$ cat src/rtl/lock_entry_ctrl_if.sv
// -----------------------------------------------------------------------------
// lock_entry_ctrl_if
//
// Purpose:
//   Groups the key-pad strobes, the comparator link and the status outputs of
//   lock_entry_ctrl into one bundle.
//
// Signals:
//   key_valid  : one-cycle strobe, a bit key was pressed
//   key_bit    : value of the pressed key, qualified by key_valid
//   key_clear  : one-cycle strobe, discard the partial code
//   match      : comparator output y, sampled only in CHECK
//   code       : assembled code, drives comparator input i
//   code_valid : high for the single CHECK cycle
//   unlocked   : high while the lock is open
//   lockout    : high while further attempts are blocked
//   fail_cnt   : consecutive mismatch count
//   bit_cnt    : bits entered so far
//
// Modports:
//   master : key pad / comparator side (drives keys and match)
//   slave  : lock_entry_ctrl side (drives code and status)
// -----------------------------------------------------------------------------
interface lock_entry_ctrl_if #(
   parameter int CODE_W = 4
);

   logic              key_valid;
   logic              key_bit;
   logic              key_clear;
   logic              match;
   logic [CODE_W-1:0] code;
   logic              code_valid;
   logic              unlocked;
   logic              lockout;
   logic [1:0]        fail_cnt;
   logic [2:0]        bit_cnt;

   modport master (
      output key_valid,
      output key_bit,
      output key_clear,
      output match,
      input  code,
      input  code_valid,
      input  unlocked,
      input  lockout,
      input  fail_cnt,
      input  bit_cnt
   );

   modport slave (
      input  key_valid,
      input  key_bit,
      input  key_clear,
      input  match,
      output code,
      output code_valid,
      output unlocked,
      output lockout,
      output fail_cnt,
      output bit_cnt
   );

endinterface : lock_entry_ctrl_if

$ cat src/rtl/lock_entry_ctrl.sv
// -----------------------------------------------------------------------------
// lock_entry_ctrl
//
// Purpose:
//   Sequential front end for the combinational code comparator `lock`.
//   Serial bit keys are shifted in MSB first until CODE_W bits are collected.
//   The finished code is held on bus.code for one CHECK cycle while the
//   comparator result bus.match is sampled. A match opens the lock for
//   OPEN_CYCLES cycles; MAX_FAILS consecutive mismatches block all keys for
//   LOCKOUT_CYCLES cycles.
//
// Ports:
//   clk : system clock, rising edge
//   rst : asynchronous active-high reset
//   bus : lock_entry_ctrl_if.slave (keys, comparator link, status outputs)
//
// Optional feature (macro LOCK_ENTRY_TIMEOUT_EN):
//   When defined, a partial entry is abandoned after TIMEOUT_CYCLES cycles
//   without a key press; fail_cnt is left untouched. When undefined, ENTRY
//   waits indefinitely and no inactivity logic is built.
//
// All outputs come straight from registers; there is no combinational path
// from the key inputs to any output.
// -----------------------------------------------------------------------------
module lock_entry_ctrl #(
   parameter int CODE_W         = 4,
   parameter int OPEN_CYCLES    = 8,
   parameter int MAX_FAILS      = 3,
   parameter int LOCKOUT_CYCLES = 16,
   parameter int TIMEOUT_CYCLES = 32
) (
   input  logic              clk,
   input  logic              rst,
   lock_entry_ctrl_if.slave  bus
);

   // ---------------------------------------------------------------------------
   // Timer sizing: one down-counter is shared by OPEN, LOCKOUT and (optionally)
   // the ENTRY inactivity limit, since those states are mutually exclusive.
   // ---------------------------------------------------------------------------
   localparam int MAX_OL  = (OPEN_CYCLES > LOCKOUT_CYCLES) ? OPEN_CYCLES : LOCKOUT_CYCLES;
   localparam int MAX_CYC = (MAX_OL > TIMEOUT_CYCLES) ? MAX_OL : TIMEOUT_CYCLES;
   localparam int TMR_W   = (MAX_CYC > 1) ? $clog2(MAX_CYC) : 1;

   localparam logic [TMR_W-1:0] OPEN_LOAD    = TMR_W'(OPEN_CYCLES - 1);
   localparam logic [TMR_W-1:0] LOCKOUT_LOAD = TMR_W'(LOCKOUT_CYCLES - 1);
`ifdef LOCK_ENTRY_TIMEOUT_EN
   localparam logic [TMR_W-1:0] TIMEOUT_LOAD = TMR_W'(TIMEOUT_CYCLES - 1);
`endif

   // ---------------------------------------------------------------------------
   // State encoding
   // ---------------------------------------------------------------------------
   localparam logic [2:0] S_IDLE    = 3'd0;
   localparam logic [2:0] S_ENTRY   = 3'd1;
   localparam logic [2:0] S_CHECK   = 3'd2;
   localparam logic [2:0] S_OPEN    = 3'd3;
   localparam logic [2:0] S_LOCKOUT = 3'd4;

   // ---------------------------------------------------------------------------
   // Registers
   // ---------------------------------------------------------------------------
   logic [2:0]        r_state;
   logic [CODE_W-1:0] r_code;
   logic              r_code_valid;
   logic              r_unlocked;
   logic              r_lockout;
   logic [1:0]        r_fail_cnt;
   logic [2:0]        r_bit_cnt;
   logic [TMR_W-1:0]  r_timer;

   // ---------------------------------------------------------------------------
   // Decode helpers
   // ---------------------------------------------------------------------------
   // The key arriving now completes the code.
   logic w_last_bit;
   // This mismatch reaches the failure limit.
   logic w_fail_limit;
   // Shared down-counter has expired.
   logic w_timer_done;

   assign w_last_bit   = (r_bit_cnt == 3'(CODE_W - 1));
   assign w_fail_limit = ((int'(r_fail_cnt) + 1) == MAX_FAILS);
   assign w_timer_done = (r_timer == '0);

   // ---------------------------------------------------------------------------
   // Control FSM and datapath
   // ---------------------------------------------------------------------------
   // NOTE: every register here is a flop updated with non-blocking (<=)
   // assignments so that all of them sample the pre-edge values together;
   // each one also has an explicit reset value so no state survives rst.
   always_ff @(posedge clk or posedge rst) begin
      if (rst) begin
         r_state      <= S_IDLE;
         r_code       <= '0;
         r_code_valid <= 1'b0;
         r_unlocked   <= 1'b0;
         r_lockout    <= 1'b0;
         r_fail_cnt   <= 2'd0;
         r_bit_cnt    <= 3'd0;
         r_timer      <= '0;
      end else begin
         // code_valid is a single-cycle pulse; it is only re-asserted on the
         // edge that enters CHECK.
         r_code_valid <= 1'b0;

         case (r_state)
            // -------------------------------------------------------------------
            S_IDLE: begin
               // First key starts a fresh code; key_clear alone does nothing.
               if (bus.key_valid) begin
                  r_code    <= {{(CODE_W-1){1'b0}}, bus.key_bit};
                  r_bit_cnt <= 3'd1;
                  r_state   <= S_ENTRY;
`ifdef LOCK_ENTRY_TIMEOUT_EN
                  r_timer   <= TIMEOUT_LOAD;
`endif
               end
            end

            // -------------------------------------------------------------------
            S_ENTRY: begin
               if (bus.key_clear) begin
                  // Clear has priority over a simultaneous key press.
                  r_code    <= '0;
                  r_bit_cnt <= 3'd0;
                  r_state   <= S_IDLE;
               end else if (bus.key_valid) begin
                  r_code    <= {r_code[CODE_W-2:0], bus.key_bit};
                  r_bit_cnt <= r_bit_cnt + 3'd1;
`ifdef LOCK_ENTRY_TIMEOUT_EN
                  r_timer   <= TIMEOUT_LOAD;
`endif
                  // The completing key moves straight to CHECK so that
                  // code_valid appears one cycle after it.
                  if (w_last_bit) begin
                     r_state      <= S_CHECK;
                     r_code_valid <= 1'b1;
                  end
               end
`ifdef LOCK_ENTRY_TIMEOUT_EN
               else if (w_timer_done) begin
                  // Abandoned entry: not a failed attempt.
                  r_code    <= '0;
                  r_bit_cnt <= 3'd0;
                  r_state   <= S_IDLE;
               end else begin
                  r_timer <= r_timer - 1'b1;
               end
`endif
            end

            // -------------------------------------------------------------------
            S_CHECK: begin
               // code has been stable all cycle, so the comparator output
               // is settled here. Keys are ignored.
               r_code    <= '0;
               r_bit_cnt <= 3'd0;
               if (bus.match) begin
                  r_fail_cnt <= 2'd0;
                  r_unlocked <= 1'b1;
                  r_timer    <= OPEN_LOAD;
                  r_state    <= S_OPEN;
               end else if (w_fail_limit) begin
                  r_fail_cnt <= 2'(MAX_FAILS);
                  r_lockout  <= 1'b1;
                  r_timer    <= LOCKOUT_LOAD;
                  r_state    <= S_LOCKOUT;
               end else begin
                  r_fail_cnt <= r_fail_cnt + 2'd1;
                  r_state    <= S_IDLE;
               end
            end

            // -------------------------------------------------------------------
            S_OPEN: begin
               // Timer was loaded with N-1, so the state lasts N cycles.
               // Keys neither shift nor restart the hold time.
               if (w_timer_done) begin
                  r_unlocked <= 1'b0;
                  r_state    <= S_IDLE;
               end else begin
                  r_timer <= r_timer - 1'b1;
               end
            end

            // -------------------------------------------------------------------
            S_LOCKOUT: begin
               if (w_timer_done) begin
                  r_lockout  <= 1'b0;
                  r_fail_cnt <= 2'd0;
                  r_state    <= S_IDLE;
               end else begin
                  r_timer <= r_timer - 1'b1;
               end
            end

            // -------------------------------------------------------------------
            default: begin
               // Unreachable encodings recover to a safe, locked state.
               r_code     <= '0;
               r_bit_cnt  <= 3'd0;
               r_unlocked <= 1'b0;
               r_lockout  <= 1'b0;
               r_timer    <= '0;
               r_state    <= S_IDLE;
            end
         endcase
      end
   end

   // ---------------------------------------------------------------------------
   // Outputs (registered)
   // ---------------------------------------------------------------------------
   assign bus.code       = r_code;
   assign bus.code_valid = r_code_valid;
   assign bus.unlocked   = r_unlocked;
   assign bus.lockout    = r_lockout;
   assign bus.fail_cnt   = r_fail_cnt;
   assign bus.bit_cnt    = r_bit_cnt;

endmodule : lock_entry_ctrl
$ cat src/flat_wrapper.sv
// flat-port wrapper written by rule: the top's interface ports become plain ports
module lock_entry_ctrl_flat 
#(
   parameter int CODE_W         = 4,
   parameter int OPEN_CYCLES    = 8,
   parameter int MAX_FAILS      = 3,
   parameter int LOCKOUT_CYCLES = 16,
   parameter int TIMEOUT_CYCLES = 32
)
  (clk, rst, bus_key_valid, bus_key_bit, bus_key_clear, bus_match, bus_code, bus_code_valid, bus_unlocked, bus_lockout, bus_fail_cnt, bus_bit_cnt);
  lock_entry_ctrl_if #(.CODE_W(CODE_W)) bus_i ();
  input  logic clk;
  input  logic rst;
  input wire logic [$bits(bus_i.key_valid)-1:0] bus_key_valid;
  input wire logic [$bits(bus_i.key_bit)-1:0] bus_key_bit;
  input wire logic [$bits(bus_i.key_clear)-1:0] bus_key_clear;
  input wire logic [$bits(bus_i.match)-1:0] bus_match;
  output wire logic [$bits(bus_i.code)-1:0] bus_code;
  output wire logic [$bits(bus_i.code_valid)-1:0] bus_code_valid;
  output wire logic [$bits(bus_i.unlocked)-1:0] bus_unlocked;
  output wire logic [$bits(bus_i.lockout)-1:0] bus_lockout;
  output wire logic [$bits(bus_i.fail_cnt)-1:0] bus_fail_cnt;
  output wire logic [$bits(bus_i.bit_cnt)-1:0] bus_bit_cnt;
  assign bus_i.key_valid = bus_key_valid;
  assign bus_i.key_bit = bus_key_bit;
  assign bus_i.key_clear = bus_key_clear;
  assign bus_i.match = bus_match;
  assign bus_code = bus_i.code;
  assign bus_code_valid = bus_i.code_valid;
  assign bus_unlocked = bus_i.unlocked;
  assign bus_lockout = bus_i.lockout;
  assign bus_fail_cnt = bus_i.fail_cnt;
  assign bus_bit_cnt = bus_i.bit_cnt;
  lock_entry_ctrl #(.CODE_W(CODE_W), .OPEN_CYCLES(OPEN_CYCLES), .MAX_FAILS(MAX_FAILS), .LOCKOUT_CYCLES(LOCKOUT_CYCLES), .TIMEOUT_CYCLES(TIMEOUT_CYCLES)) u_core (.clk(clk), .rst(rst), .bus(bus_i));
endmodule
$ cat config.mk
export PLATFORM = sky130hd
export DESIGN_NAME = lock_entry_ctrl_flat
export DESIGN_NICKNAME = d
export VERILOG_FILES = /design/src/rtl/lock_entry_ctrl_if.sv /design/src/rtl/lock_entry_ctrl.sv /design/src/flat_wrapper.sv
export SDC_FILE = /design/constraint.sdc
export NUM_CORES = 1
export LEC_CHECK = 0
export ABC_AREA = 1
export BUFFER_PORTS_ARGS = -buffer_cell sky130_fd_sc_hd__buf_2
export CORE_UTILIZATION = 52
export CTS_BUF_LIST = sky130_fd_sc_hd__clkbuf_8
export DETAILED_ROUTE_END_ITERATION = 8
export HOLD_SLACK_MARGIN = 0.12
export PLACE_DENSITY = 0.74
export SLEW_MARGIN = 10
export SYNTH_ARGS = -nofsm -noshare
export SYNTH_HDL_FRONTEND = slang
export SYNTH_SLANG_ARGS = --single-unit
$ cat constraint.sdc
create_clock -name clk -period 1.35 [get_ports clk]
set_input_delay 0.2025 -clock clk [delete_from_list [all_inputs] [get_ports clk]]
set_output_delay 0.2025 -clock clk [all_outputs]
set_load 0.01 [all_outputs]
---- Yosys cells after proc, flatten, opt, wreduce, memory -nomap -nowiden ----
Index checks and enable logic that the tools add are counted.
operators by class
  add/subtract/negate cells ............... 4
  bitwise logic cells ..................... 4
  equality and inequality tests ........... 17
  reductions and logical operators ........ 13
  multiplexer cells ....................... 33
operator list
  kind                   count
  $eq A32 B3 Y1 const B  1
  $mux W3                9
  $mux W5                3
  $pmux W5 S3            1
  $mux W4                3
  $pmux W3 S4            1
  $pmux W4 S3            1
  $eq A3 B2 Y1 const B   3
  $pmux W3 S3            1
  $reduce_and A3 Y1      3
  $mux W1                8
  $ne A2 B1 Y1 const B   4
  $ne A2 B2 Y1 const B   4
  $reduce_and A4 Y1      2
  $mux W2                3
  $ne A3 B2 Y1 const B   2
  $pmux W1 S3            2
  $reduce_or A3 Y1       2
  $logic_not A5 Y1       1
  $sub A5 B1 Y5 const B  1
  $not A1 Y1             4
  $pmux W2 S2            1
  $reduce_or A2 Y1       2
  $add A2 B1 Y3 const B  1
  other kinds (8)        8
storage, ports and cells
  logic and storage cells ................. 79
  output and inout bits ................... 12
  flip-flop bits (word level) ............. 20
  input bits .............................. 6

---- Logic depth before layout (Yosys ltp) ----
Gate-level depths: netlist of run 1.
  word-level depth ........................ 5
  mapped depth ............................ 10
  gate-level depth less buffers ........... 10

---- Worst setup path before layout of run 1 ----
Ideal clock, no wire load.
  kind .................................... flip-flop to flip-flop
  start ................................... reg u_core.r_bit_cnt[0] (netlist: u_core.bus.bit_cnt[0])
  end ..................................... reg u_core.r_bit_cnt[2] (netlist: u_core.bus.bit_cnt[2])
  slack ................................... -0.013 ns
  cell stages (with the launch flop) ...... 5
  data arrival time ....................... 1.289 ns
  required time ........................... 1.276 ns
  clock period less this slack ............ 1.363 ns
  path through ............................ dfrtp_1 ha_1 ha_1 or2_2 o21ai_2
on the way
  word-level cells in the longest chain between the ends .. 4
ends and longest elaborated chain
  element                 RTL line                text
  start, declared         lock_entry_ctrl.sv:69   logic [2:0] r_bit_cnt;
  start signal, assigned  lock_entry_ctrl.sv:130  r_bit_cnt <= r_bit_cnt + 3'd1;
  $add A3 B1 Y3           lock_entry_ctrl.sv:130
  $mux W3                 lock_entry_ctrl.sv:128  end else if (bus.key_valid) begin
  $mux W3                 lock_entry_ctrl.sv:123  if (bus.key_clear) begin
  $pmux W3 S3             lock_entry_ctrl.sv:107  case (r_state)
Every way passes these cells. The select of a mux whose other input is x is not followed.
A chain may end at the register's enable or synchronous reset.

---- Worst setup path after layout of run 1 ----
  start ................................... reg u_core.r_timer[0]
  end ..................................... reg u_core.r_timer[2]
on the way
  word-level cells in the longest chain between the ends .. 3
  elaborated cells between the ends (all ways) .. 6
ends and longest elaborated chain
  element                                                   RTL line                                                               text
  start, declared                                           lock_entry_ctrl.sv:70                                                  logic [TMR_W-1:0] r_timer;
  start signal, assigned                                    lock_entry_ctrl.sv:183                                                 r_timer <= r_timer - 1'b1;
  start signal, assigned                                    lock_entry_ctrl.sv:194                                                 r_timer <= r_timer - 1'b1;
  $sub A5 B1 Y5 / $logic_not A5 Y1 (equally long branches)  lock_entry_ctrl.sv:183, lock_entry_ctrl.sv:194, lock_entry_ctrl.sv:84
  $mux W5 / $ne A2 B2 Y1 (equally long branches)            --
  $pmux W5 S3 / $reduce_and A3 Y1 (equally long branches)   --
Parallel ways exist; a longest one is shown, timed or not. The select of a mux whose other input is x is not followed.

==> run summary, run 1 <==
status: finished, violations left
failing checks: negative setup slack
Critical path buffers and inverters: 2
main combinational cell family by area after synthesis: simple AND/OR/NAND/NOR gates
startpoint types: flop
Initial Utilization: 54.88%
clk slew on worst S/H paths: 0.08 ns
via count: 1147
final period utilization: 100.8%
Worst Path Max Fanout: 3
post-route DRC violation count: 0
root buffer cell: clkbuf_8
routability cong.: 0.8646
Final ANT Viol Nets: 0
Die W: 50.09 um
P&R area growth vs syn: 38.09%
Hold Startpoint: bus_key_bit
Hold Crit Class: input pin to flop
Max Slew Vio Count: 0
Cells after Synth: 155
Max VDD drop: 1772 uV
Max-slew headroom: 74.92%
first-pass GRT wire length: 4429 um
worst setup path startpoint: u_core.r_timer[0]
First-pass DRT Iterations: 4
CP top delay family: flip-flops
Post-Synthesis Cell Area: 1202 um^2
die area: 2509 um^2
htree depth: 1
Rows: 17
CTS Buf Count: 3
top cell type's share of synthesized area: 41.62%
io pins: 18
most frequent cells in the layout: 48 x nand2_1, 17 x buf_2, 17 x dfrtp_1, 15 x buf_4, 12 x inv_1
crit path DAT: 1.53 ns
Slowest cell on crit path: dfrtp_1
final hold violations: 0
Slew @ Worst Pin: 0.3733 ns
TritonCTS clock tree: yes
Setup crit end kind: flop
grt ovf: 0
Tmin final: 1.361 ns
synth top area cells: dfrtp_1 42%, nand2_1 17%, inv_1 5.3%, ha_1 5.2%, o21ai_2 5.1%
synthesized flop and latch total: 20
most used cell, CP: nand2_1
layout cell share with drive strength beyond 1: 45.60%
max-cap violation count: 0
initial DRC count: 13
worst-skew pair later-pin latency: 0.27 ns
Post-Route Setup TNS: -0.01120 ns
number of fill cells: 146
crit path cell chain: inv_2, buf_4, ha_1, xnor2_1, o21ai_0, nand2_1, nand2_1
detailed placer's ending HPWL: 1870 um
Synth Area in Compound Gates: 9.365%
Global Route Usage Sum: 23.21%
mux share of post-synthesis cell area: 0%
Finish-stage setup viols: 1
max incr delay on CP: 0.37 ns
DRT Wirelength: 3103 um
unrepaired setup endpoints after global routing: yes
clock buffer depth: 2
most common cell after layout, fill and taps aside: nand2_1
crit path kind: flop to flop
largest net degree at the start of global routing: 21
initial antenna violation count: 0
placed inst area: 1400 um^2
sequential share of the synthesized area: 41.62%
Ys Warns: 0
Yosys top cell by area: dfrtp_1
chip height: 50.09 um
PwrDens: 2384 nW/um^2
I/O Buffers: 17
ANT cells: 0
core area: 2191 um^2
XOR/XNOR share of the synthesized area: 0.7284%
CTS Sinks: 20
Syn Nets: 166
vias in the first global route: 1035
Leakage: 0.8975 nW
FMAX: 734.6 MHz
FF-to-FF Start: u_core.r_timer[0]
Crit path required time: 1.51 ns
DR vias/cell: 5.190
Synth Area in Adders: 5.203%
final worst-path setup slack: -0.01120 ns
average wire per standard cell: 14.04 um
clk_skew: 0.004216 ns
distinct cell type count after synthesis: 23
final layout net count: 205
Syn Area/Cell: 7.757 um^2
simple logic cell fraction of the synthesized area: 35.07%
final instance area: 1660 um^2
metrics by stage:
step	cells	setup WS [ns]	utilization (%)	hold WS [ns]	total power [mW]
5_1_grt	221	-0.07588	75.79	0.2055	4.230
6_report	221	-0.01120	75.79	0.2034	3.959
3_5_place_dp	211	-0.04262	63.91	0.2444	2.703
3_3_place_gp	211	-0.004031	63.91	0.2384	2.626
2_1_floorplan	155	0.005624	-	0.1663	2.104
4_1_cts	218	0.002057	69.33	0.2021	3.425
cells in the mapped netlist:
| cell | count |
|---|---|
| o21ai_0 | 6 |
| nand3b_1 | 1 |
| or2_2 | 1 |
| nor2_4 | 1 |
| xnor2_1 | 1 |
| nand2_2 | 6 |
| inv_2 | 3 |
| nand2_1 | 53 |
| nand4_1 | 3 |
| dfrtp_1 | 20 |
| nand3_1 | 8 |
| inv_1 | 17 |
| nor3_1 | 2 |
| ha_1 | 5 |
| a21oi_1 | 2 |
| nor2_2 | 2 |
| o21ai_1 | 1 |
| nand2_4 | 4 |
| o22ai_1 | 1 |
| nor2_1 | 9 |
| buf_8 | 1 |
| o21ai_2 | 7 |
| inv_4 | 1 |
state kept, by name, indices dropped and copies added (netlist names):
name / cells
u_core.r_timer: 5
u_core.bus.code: 4
u_core.bus.bit_cnt: 3
u_core.r_state: 3
u_core.bus.fail_cnt: 2
u_core.bus.code_valid: 1
u_core.bus.lockout: 1
u_core.bus.unlocked: 1
worst register-to-register path: cells and delay by family (launching register included):
| family | cells | cell delay (ns) |
|---|---|---|
| AO/OA/AOI/OAI | 1 | 0.12 |
| XOR/XNOR | 1 | 0.19 |
| adder cells (fa/ha/maj) | 1 | 0.23 |
| buffers and inverters | 2 | 0.20 |
| flip-flops | 1 | 0.37 |
| AND/OR/NAND/NOR | 2 | 0.13 |
report_power, final:
group	switching, mW	total (mW)	internal, mW
Combinational	1.33	2.36	1.03
Sequential	0.178	0.977	0.799
Clock	0.220	0.617	0.396
Total	1.73	3.96	2.23
final cells by class:
class	instances	area [um^2]	share of cell area [%]
clock buffers	3	41.29	2.487
clock inverters	1	30.03	1.809
inverters	21	81.33	4.898
multi-input cells	113	738.2	44.46
flip-flops and latches	20	504.2	30.37
well taps	28	35.03	2.110
repair buffers	35	230.2	13.87
final timing paths:
| path | endpoint | slack (ns) | cells past startpoint |
|---|---|---|---|
| worst min-delay path | u_core.bus.code[0] | 0.20 | 3 |
| worst min register to register | u_core.bus.unlocked | 0.47 | 2 |
| max in group asynchronous | u_core.r_state[1] | 0.61 | 4 |
| min in group asynchronous | u_core.r_timer[2] | 0.50 | 4 |
| worst max-delay path | u_core.r_timer[2] | -0.01 | 7 |
| worst max register to register | u_core.r_timer[2] | -0.01 | 7 |
timing repair:
item,4_1_cts,5_1_grt
gates resized for setup,8,31
hold endpoints to repair,20,0
setup endpoints to repair,12,19
buffers inserted,2,4
pin swaps,2,11
hold buffers,1,0
routing by layer:
| metal | global-route usage [%] | up-vias | share of wire, % |
|---|---|---|---|
| met2 | 44.00 | 25 | 56 |
| met1 | 26.95 | 546 | 39 |
| met3 | 2.160 | 5 | 3.0 |
| li1 | - | 571 | - |
| met4 | 6.667 | 0 | 1.4 |
| met5 | 0 | - | 0 |
cells by family (layout without fill, tap and decap cells):
kind of cell | after synthesis | in the layout
adder cells (fa/ha/maj) | 5 | 5
flip-flops | 20 | 20
AO/OA/AOI/OAI | 17 | 17
XOR/XNOR | 1 | 1
AND/OR/NAND/NOR | 90 | 90
buffers and inverters | 22 | 60
(Power assumes the default switching activity.)
==> inputs of run 2 (changes only) <==
==> constraint.sdc (replaced) <==
create_clock -name clk -period 1.35 [get_ports clk]
set_input_delay 0.2025 -clock clk [delete_from_list [all_inputs] [get_ports clk]]
set_output_delay 0.2025 -clock clk [all_outputs]
set_load 0.005 [all_outputs]
==> run summary, run 2 (synthesis results as in run 1) <==
initial antenna violation count: 0 (unchanged)
final instance area: 1699 um^2 (was 1660 um^2)
initial DRC count: 26 (was 13)
final hold violations: 0 (unchanged)
worst-skew pair later-pin latency: 0.25 ns (was 0.27 ns)
Finish-stage setup viols: 4 (was 1)
final period utilization: 103.6% (was 100.8%)
failing checks: negative setup slack (unchanged)
Setup crit end kind: flop (unchanged)
Worst Reg-to-Reg Cells: 10 (was 7)
Global Route Usage Sum: 21.40% (was 23.21%)
core area: 2191 um^2 (unchanged)
htree depth: 1 (unchanged)
Leakage: 0.8998 nW (was 0.8975 nW)
Die W: 50.09 um (unchanged)
Crit path required time: 1.50 ns (was 1.51 ns)
crit path DAT: 1.55 ns (was 1.53 ns)
Hold Path End: u_core.bus.code[0] (unchanged)
Critical path buffers and inverters: 3 (was 2)
Power Total: 3.821 mW (was 3.959 mW)
Slowest cell on crit path: dfrtp_1 (unchanged)
CTS Sinks: 20 (unchanged)
routability cong.: 0.8583 (was 0.8646)
final worst-path setup slack: -0.04870 ns (was -0.01120 ns)
FMAX: 714.9 MHz (was 734.6 MHz)
max incr delay on CP: 0.40 ns (was 0.37 ns)
largest net degree at the start of global routing: 21 (unchanged)
switching power total: 1.711 mW (was 1.732 mW)
unrepaired setup endpoints after global routing: yes (unchanged)
Initial Utilization: 54.88% (unchanged)
Top reg by flops: u_core.r_timer (unchanged)
clk slew on worst S/H paths: 0.08 ns (about the same)
worst slack, placed: -0.04983 ns (was -0.04262 ns)
layout cell share with drive strength beyond 1: 48.45% (was 45.60%)
detailed placer's ending HPWL: 1851 um (was 1870 um)
average wire per standard cell: 13.48 um (was 14.04 um)
Slew @ Worst Pin: 0.3692 ns (was 0.3733 ns)
R2R Setup Slk: -0.05 ns (was -0.01 ns)
most common cell after layout, fill and taps aside: nand2_1 (unchanged)
dpl cells: 211 (unchanged)
number of fill cells: 146 (unchanged)
CTS Buf Count: 3 (unchanged)
Comb power frac: 62.0% (was 59.7%)
internal power: 2.110 mW (was 2.227 mW)
vias in the first global route: 983 (was 1035)
Finished Layout Cells: 222 (was 221)
max reg flops: 5 (unchanged)
placed inst area: 1398 um^2 (was 1400 um^2)
clock buffer depth: 2 (unchanged)
PwrDens: 2249 nW/um^2 (was 2384 nW/um^2)
max-cap violation count: 0 (unchanged)
TritonCTS clock tree: yes (unchanged)
Worst Path Max Fanout: 6 (was 3)
Final ANT Viol Nets: 0 (unchanged)
grt ovf: 0 (unchanged)
DR vias/cell: 5.108 (was 5.190)
CP top delay family: simple AND/OR/NAND/NOR gates (was flip-flops)
First-pass DRT Iterations: 4 (unchanged)
chip height: 50.09 um (unchanged)
Max VDD drop: 1630 uV (was 1772 uV)
via count: 1134 (was 1147)
I/O Buffers: 17 (unchanged)
post-route DRC violation count: 0 (unchanged)
Sw Ratio: 44.77% (was 43.74%)
most frequent cells in the layout: 47 x nand2_1, 17 x buf_2, 17 x dfrtp_1, 16 x buf_4, 11 x inv_1 (was 48 x nand2_1, 17 x buf_2, 17 x dfrtp_1, 15 x buf_4, 12 x inv_1)
Hold Startpoint: bus_key_bit (unchanged)
register share of total power: 26.0% (was 24.7%)
startpoint types: flop (unchanged)
R2R Path End: u_core.bus.unlocked (was u_core.r_timer[2])
ANT cells: 0 (unchanged)
DRT Wirelength: 2993 um (was 3103 um)
Hold Crit Class: input pin to flop (unchanged)
P&R area growth vs syn: 41.31% (was 38.09%)
die area: 2509 um^2 (unchanged)
Max Slew Vio Count: 0 (unchanged)
Min-Delay Path Depth: 3 (unchanged)
first-pass GRT wire length: 4181 um (was 4429 um)
clk_skew: 0.001673 ns (was 0.004216 ns)
FF-to-FF Start: u_core.r_timer[1] (was u_core.r_timer[0])
root buffer cell: clkbuf_8 (unchanged)
Max-slew headroom: 75.20% (was 74.92%)
Core Util, Final: 77.56% (was 75.79%)
io pins: 18 (unchanged)
Rows: 17 (unchanged)
crit path cell chain: inv_2, ha_4, inv_2, nor2_4, nand2_4, buf_6, nand2_4, nand3_2, nand2_1, nand2_1 (was inv_2, buf_4, ha_1, xnor2_1, o21ai_0, nand2_1, nand2_1)
crit path kind: flop to flop (unchanged)
clock share of power: 11.9% (was 15.6%)
Tmin final: 1.399 ns (was 1.361 ns)
final layout net count: 206 (was 205)
status: finished, violations left (unchanged)
run 2: layout make-up:
type | count | area [um^2] | share of cell area, %
multi-input cells | 113 | 780.7 | 45.95
clock buffers | 4 | 55.05 | 3.240
repair buffers | 36 | 237.7 | 13.99
well taps | 28 | 35.03 | 2.062
inverters | 21 | 86.33 | 5.081
flip-flops and latches | 20 | 504.2 | 29.68
run 2: what timing repair did:
action	in CTS	in global routing
hold buffers	1	0
cloned	0	0
gates resized for setup	6	46
endpoints found under the setup margin	12	19
pin swaps	0	14
buffers inserted	0	7
endpoints found under the hold margin	20	0
run 2: tightest hold or removal path: cells and delay by family:
family                 cells  cell delay [ns]
buffers and inverters      1             0.09
and+or+nand+nor            1             0.07
AOI/OAI and AO/OA          1             0.06
run 2: power groups by stage:
stage                     combinational [mW]  sequential, mW  clock (mW)
after floorplan                         1.10           0.963           0
after global placement                  1.64           0.944           0
after detailed placement                1.70           0.954           0
after CTS                               1.77           0.945       0.463
after global routing                    2.57            1.02       0.475
final                                   2.37           0.994       0.456
run 2: worst max path at each step:
| stage | startpoint | endpoint | slack (ns) | depth (start not counted) |
|---|---|---|---|---|
| 6_report | u_core.r_timer[1] | u_core.bus.unlocked | -0.05 | 10 |
| 5_1_grt | u_core.r_state[0] | u_core.bus.unlocked | -0.10 | 8 |
| 4_1_cts | u_core.r_timer[0] | u_core.r_timer[0] | 0.00006 | 9 |
| 3_5_place_dp | u_core.r_timer[0] | u_core.r_timer[0] | -0.05 | 10 |
| 3_3_place_gp | u_core.r_timer[1] | u_core.r_state[0] | 0.007 | 10 |
| 2_1_floorplan | u_core.bus.bit_cnt[0] | u_core.bus.bit_cnt[2] | 0.02 | 4 |
run 2: stage by stage:
stage               setup TNS, ns  hold slack [ns]
floorplan                       0           0.1663
global placement                0           0.2379
detailed placement        -0.2398           0.2423
CTS                             0           0.2095
global route              -0.8804           0.2175
finish                    -0.1136           0.2062
run 2: per-layer routing:
metal	track usage, %	part of all wire (%)
met4	5.714	1.2
met2	35.33	54
met1	29.65	43
met5	0	0
met3	1.852	1.9
==> inputs of run 3 (changes only) <==
ABC_AREA = unset   (was 1)
ABC_CLOCK_PERIOD_IN_PS = 1350   (was unset)
CORE_UTILIZATION = 53   (was 52)
PLACE_DENSITY = 0.75   (was 0.74)
TNS_END_PERCENT = 5   (was unset)
==> run summary, run 3 <==
clk_skew: 0.002624 ns (was 0.001673 ns)
Die W: 50.83 um (was 50.09 um)
synth top area cells: dfrtp_1 40%, ha_1 5.0%, a21oi_1 4.4%, mux2i_1 4.0%, inv_1 3.9% (was dfrtp_1 42%, nand2_1 17%, inv_1 5.3%, ha_1 5.2%, o21ai_2 5.1%)
Syn Nets: 147 (was 166)
top cell type's share of synthesized area: 39.60% (was 41.62%)
TritonCTS clock tree: yes (unchanged)
Slew @ Worst Pin: 0.4739 ns (was 0.3692 ns)
Max VDD drop: 1216 uV (was 1630 uV)
XOR/XNOR share of the synthesized area: 0.6931% (was 0.7284%)
Global Route Usage Sum: 28.61% (was 21.40%)
Crit path required time: 1.50 ns (about the same)
max reg flops: 5 (unchanged)
number of flops mapped to enable cells by yosys: 0 (unchanged)
largest net degree at the start of global routing: 21 (unchanged)
chip height: 50.83 um (was 50.09 um)
ANT cells: 0 (unchanged)
routability cong.: 0.8637 (was 0.8583)
final hold violations: 0 (unchanged)
die area: 2584 um^2 (was 2509 um^2)
clk slew on worst S/H paths: 0.08 ns (about the same)
Setup crit end kind: flop (unchanged)
Max-slew headroom: 68.34% (was 75.20%)
Power Total: 3.083 mW (was 3.821 mW)
crit path kind: flop to flop (unchanged)
max-cap violation count: 0 (unchanged)
initial DRC count: 53 (was 26)
CTS Sinks: 20 (unchanged)
most frequent cell after synthesis: dfrtp_1 (was nand2_1)
core area: 2233 um^2 (was 2191 um^2)
Yosys top cell by area: dfrtp_1 (unchanged)
Tmin final: 1.908 ns (was 1.399 ns)
Synth Area in Compound Gates: 22.18% (was 9.365%)
final layout net count: 202 (was 206)
vias in the first global route: 1233 (was 983)
htree depth: 1 (unchanged)
root buffer cell: clkbuf_8 (unchanged)
Rows: 17 (unchanged)
Post-Synthesis Cell Area: 1264 um^2 (was 1202 um^2)
synth cell count leaders: 20 x dfrtp_1, 13 x inv_1, 11 x a21oi_1 (was 53 x nand2_1, 20 x dfrtp_1, 17 x inv_1)
first-pass GRT wire length: 5388 um (was 4181 um)
final period utilization: 141.4% (was 103.6%)
CTS Buf Count: 3 (unchanged)
most common cell after layout, fill and taps aside: buf_4 (was nand2_1)
Finish-stage setup viols: 18 (was 4)
post-route DRC violation count: 0 (unchanged)
startpoint types: flop (unchanged)
mux share of post-synthesis cell area: 7.228% (was 0%)
Ys Warns: 0 (unchanged)
most frequent cells in the layout: 40 x buf_4, 20 x dfrtp_1, 17 x buf_2, 11 x inv_1, 10 x a21oi_1 (was 47 x nand2_1, 17 x buf_2, 17 x dfrtp_1, 16 x buf_4, 11 x inv_1)
Worst Path Max Fanout: 4 (was 6)
DR vias/cell: 5.601 (was 5.108)
Top reg by flops: u_core.r_timer (unchanged)
Async S/R FF share, synth: 100.0% (unchanged)
Hold Crit Class: input pin to flop (unchanged)
clock buffer depth: 2 (unchanged)
Cells after Synth: 136 (was 155)
I/O Buffers: 17 (unchanged)
FMAX: 524.0 MHz (was 714.9 MHz)
worst-skew pair later-pin latency: 0.26 ns (was 0.25 ns)
status: finished, violations left (unchanged)
dpl cells: 210 (was 211)
Finished Layout Cells: 218 (was 222)
grt ovf: 0 (unchanged)
placed inst area: 1625 um^2 (was 1398 um^2)
final worst-path setup slack: -0.5583 ns (was -0.04870 ns)
average wire per standard cell: 15.08 um (was 13.48 um)
PwrDens: 1713 nW/um^2 (was 2249 nW/um^2)
Synth Area in Adders: 4.950% (was 5.203%)
failing checks: negative setup slack (unchanged)
Top FF cell, synth: dfrtp_1 (unchanged)
io pins: 18 (unchanged)
Max Slew Vio Count: 0 (unchanged)
sequential share of the synthesized area: 39.60% (was 41.62%)
detailed placer's ending HPWL: 2282 um (was 1851 um)
DRT Wirelength: 3288 um (was 2993 um)
P&R area growth vs syn: 42.38% (was 41.31%)
layout cell share with drive strength beyond 1: 43.16% (was 48.45%)
Final ANT Viol Nets: 0 (unchanged)
Leakage: 0.8509 nW (was 0.8998 nW)
via count: 1221 (was 1134)
Initial Utilization: 56.58% (was 54.88%)
synthesized flop and latch total: 20 (unchanged)
distinct cell type count after synthesis: 43 (was 23)
initial antenna violation count: 0 (unchanged)
First-pass DRT Iterations: 4 (unchanged)
main combinational cell family by area after synthesis: compound AO/OA/AOI/OAI gates (was simple AND/OR/NAND/NOR gates)
final instance area: 1799 um^2 (was 1699 um^2)
unrepaired setup endpoints after global routing: yes (unchanged)
Syn Area/Cell: 9.292 um^2 (was 7.757 um^2)
simple logic cell fraction of the synthesized area: 18.02% (was 35.07%)
number of fill cells: 149 (was 146)
crit path DAT: 2.06 ns (was 1.55 ns)
-- run 3: changes by cell type after synthesis, sizes merged, moves of 3 or more --
cell    delta
nand3      -6
nand2b     +6
mux2i      +5
a21oi      +9
a211oi     +3
mux2       +3
inv        -8
nand2     -55
o21ai      -7
clkbuf     +5
nor2       -3
nand4      -3
buf        +3
-- run 3: cell families (layout without fill, tap and decap cells) --
logic type | count (synthesis) | count (layout)
DFF | 20 | 20
xor gates and xnor gates | 1 | 1
adders and majority gates | 5 | 5
and+or+nand+nor | 40 | 40
buffers and inverters | 22 | 76
muxes | 8 | 8
AOI/OAI and AO/OA | 40 | 40
-- run 3: metal layers --
metal	GRT usage (%)	vias up	part of all wire [%]
met4	19.44	0	2.5
met5	0	-	0
met2	47.78	21	51
li1	-	600	-
met3	5.060	9	2.0
met1	33.33	591	44
-- run 3: critical path, stage by stage (launching register included) --
cell and delay [ns]:
dfrtp_1 0.39, inv_2 0.08, ha_4 0.13, or4b_4 0.50
a211oi_4 0.31, nor3_4 0.07, mux2_4 0.30
-- run 3: path summary, 6_finish.rpt --
kind,from,end,slack [ns],cells past startpoint
max,u_core.r_timer[0],u_core.r_timer[3],-0.56,6
min,bus_key_valid,u_core.bus.code_valid,0.29,2
max reg2reg,u_core.r_timer[0],u_core.r_timer[3],-0.56,6
min reg2reg,u_core.bus.unlocked,u_core.bus.unlocked,0.52,2
max in group asynchronous,rst,u_core.bus.code[1],0.63,4
min in group asynchronous,rst,u_core.r_timer[2],0.51,4
-- run 3: metrics by stage --
| step | setup WS [ns] | setup TNS, ns | utilization (%) | hold WS [ns] |
|---|---|---|---|---|
| CTS | -0.5213 | -4.166 | 77.65 | 0.2731 |
| detailed placement | -0.6010 | -4.952 | 72.77 | 0.2471 |
| floorplan | -0.5675 | -4.187 | - | 0.1663 |
| global placement | -0.5587 | -3.800 | 72.77 | 0.2392 |
| global route | -0.6040 | -5.077 | 80.56 | 0.2931 |
| finish | -0.5583 | -3.931 | 80.56 | 0.2865 |
-- run 3: power breakdown --
group	switching, mW	total (mW)	internal [mW]
Sequential	0.0867	0.830	0.743
Clock	0.211	0.607	0.396
Combinational	0.795	1.65	0.850
-- run 3: layout make-up --
cell class | instances | area [um^2] | share of cell area, %
sequential | 20 | 500.5 | 27.82
clock buffer | 3 | 41.29 | 2.295
tap | 28 | 35.03 | 1.947
inverter | 13 | 48.80 | 2.712
clock inverter | 1 | 30.03 | 1.669
timing repair buffer | 59 | 406.6 | 22.60
multi-input combinational | 94 | 737.0 | 40.96
-- run 3: timing repair --
action / 4_1_cts / 5_1_grt
resized for setup: 8 / 11
hold buffers: 1 / 0
setup buffers: 0 / 3
endpoints found under the setup margin: 18 / 18
pin swaps: 0 / 3
endpoints found under the hold margin: 20 / 0
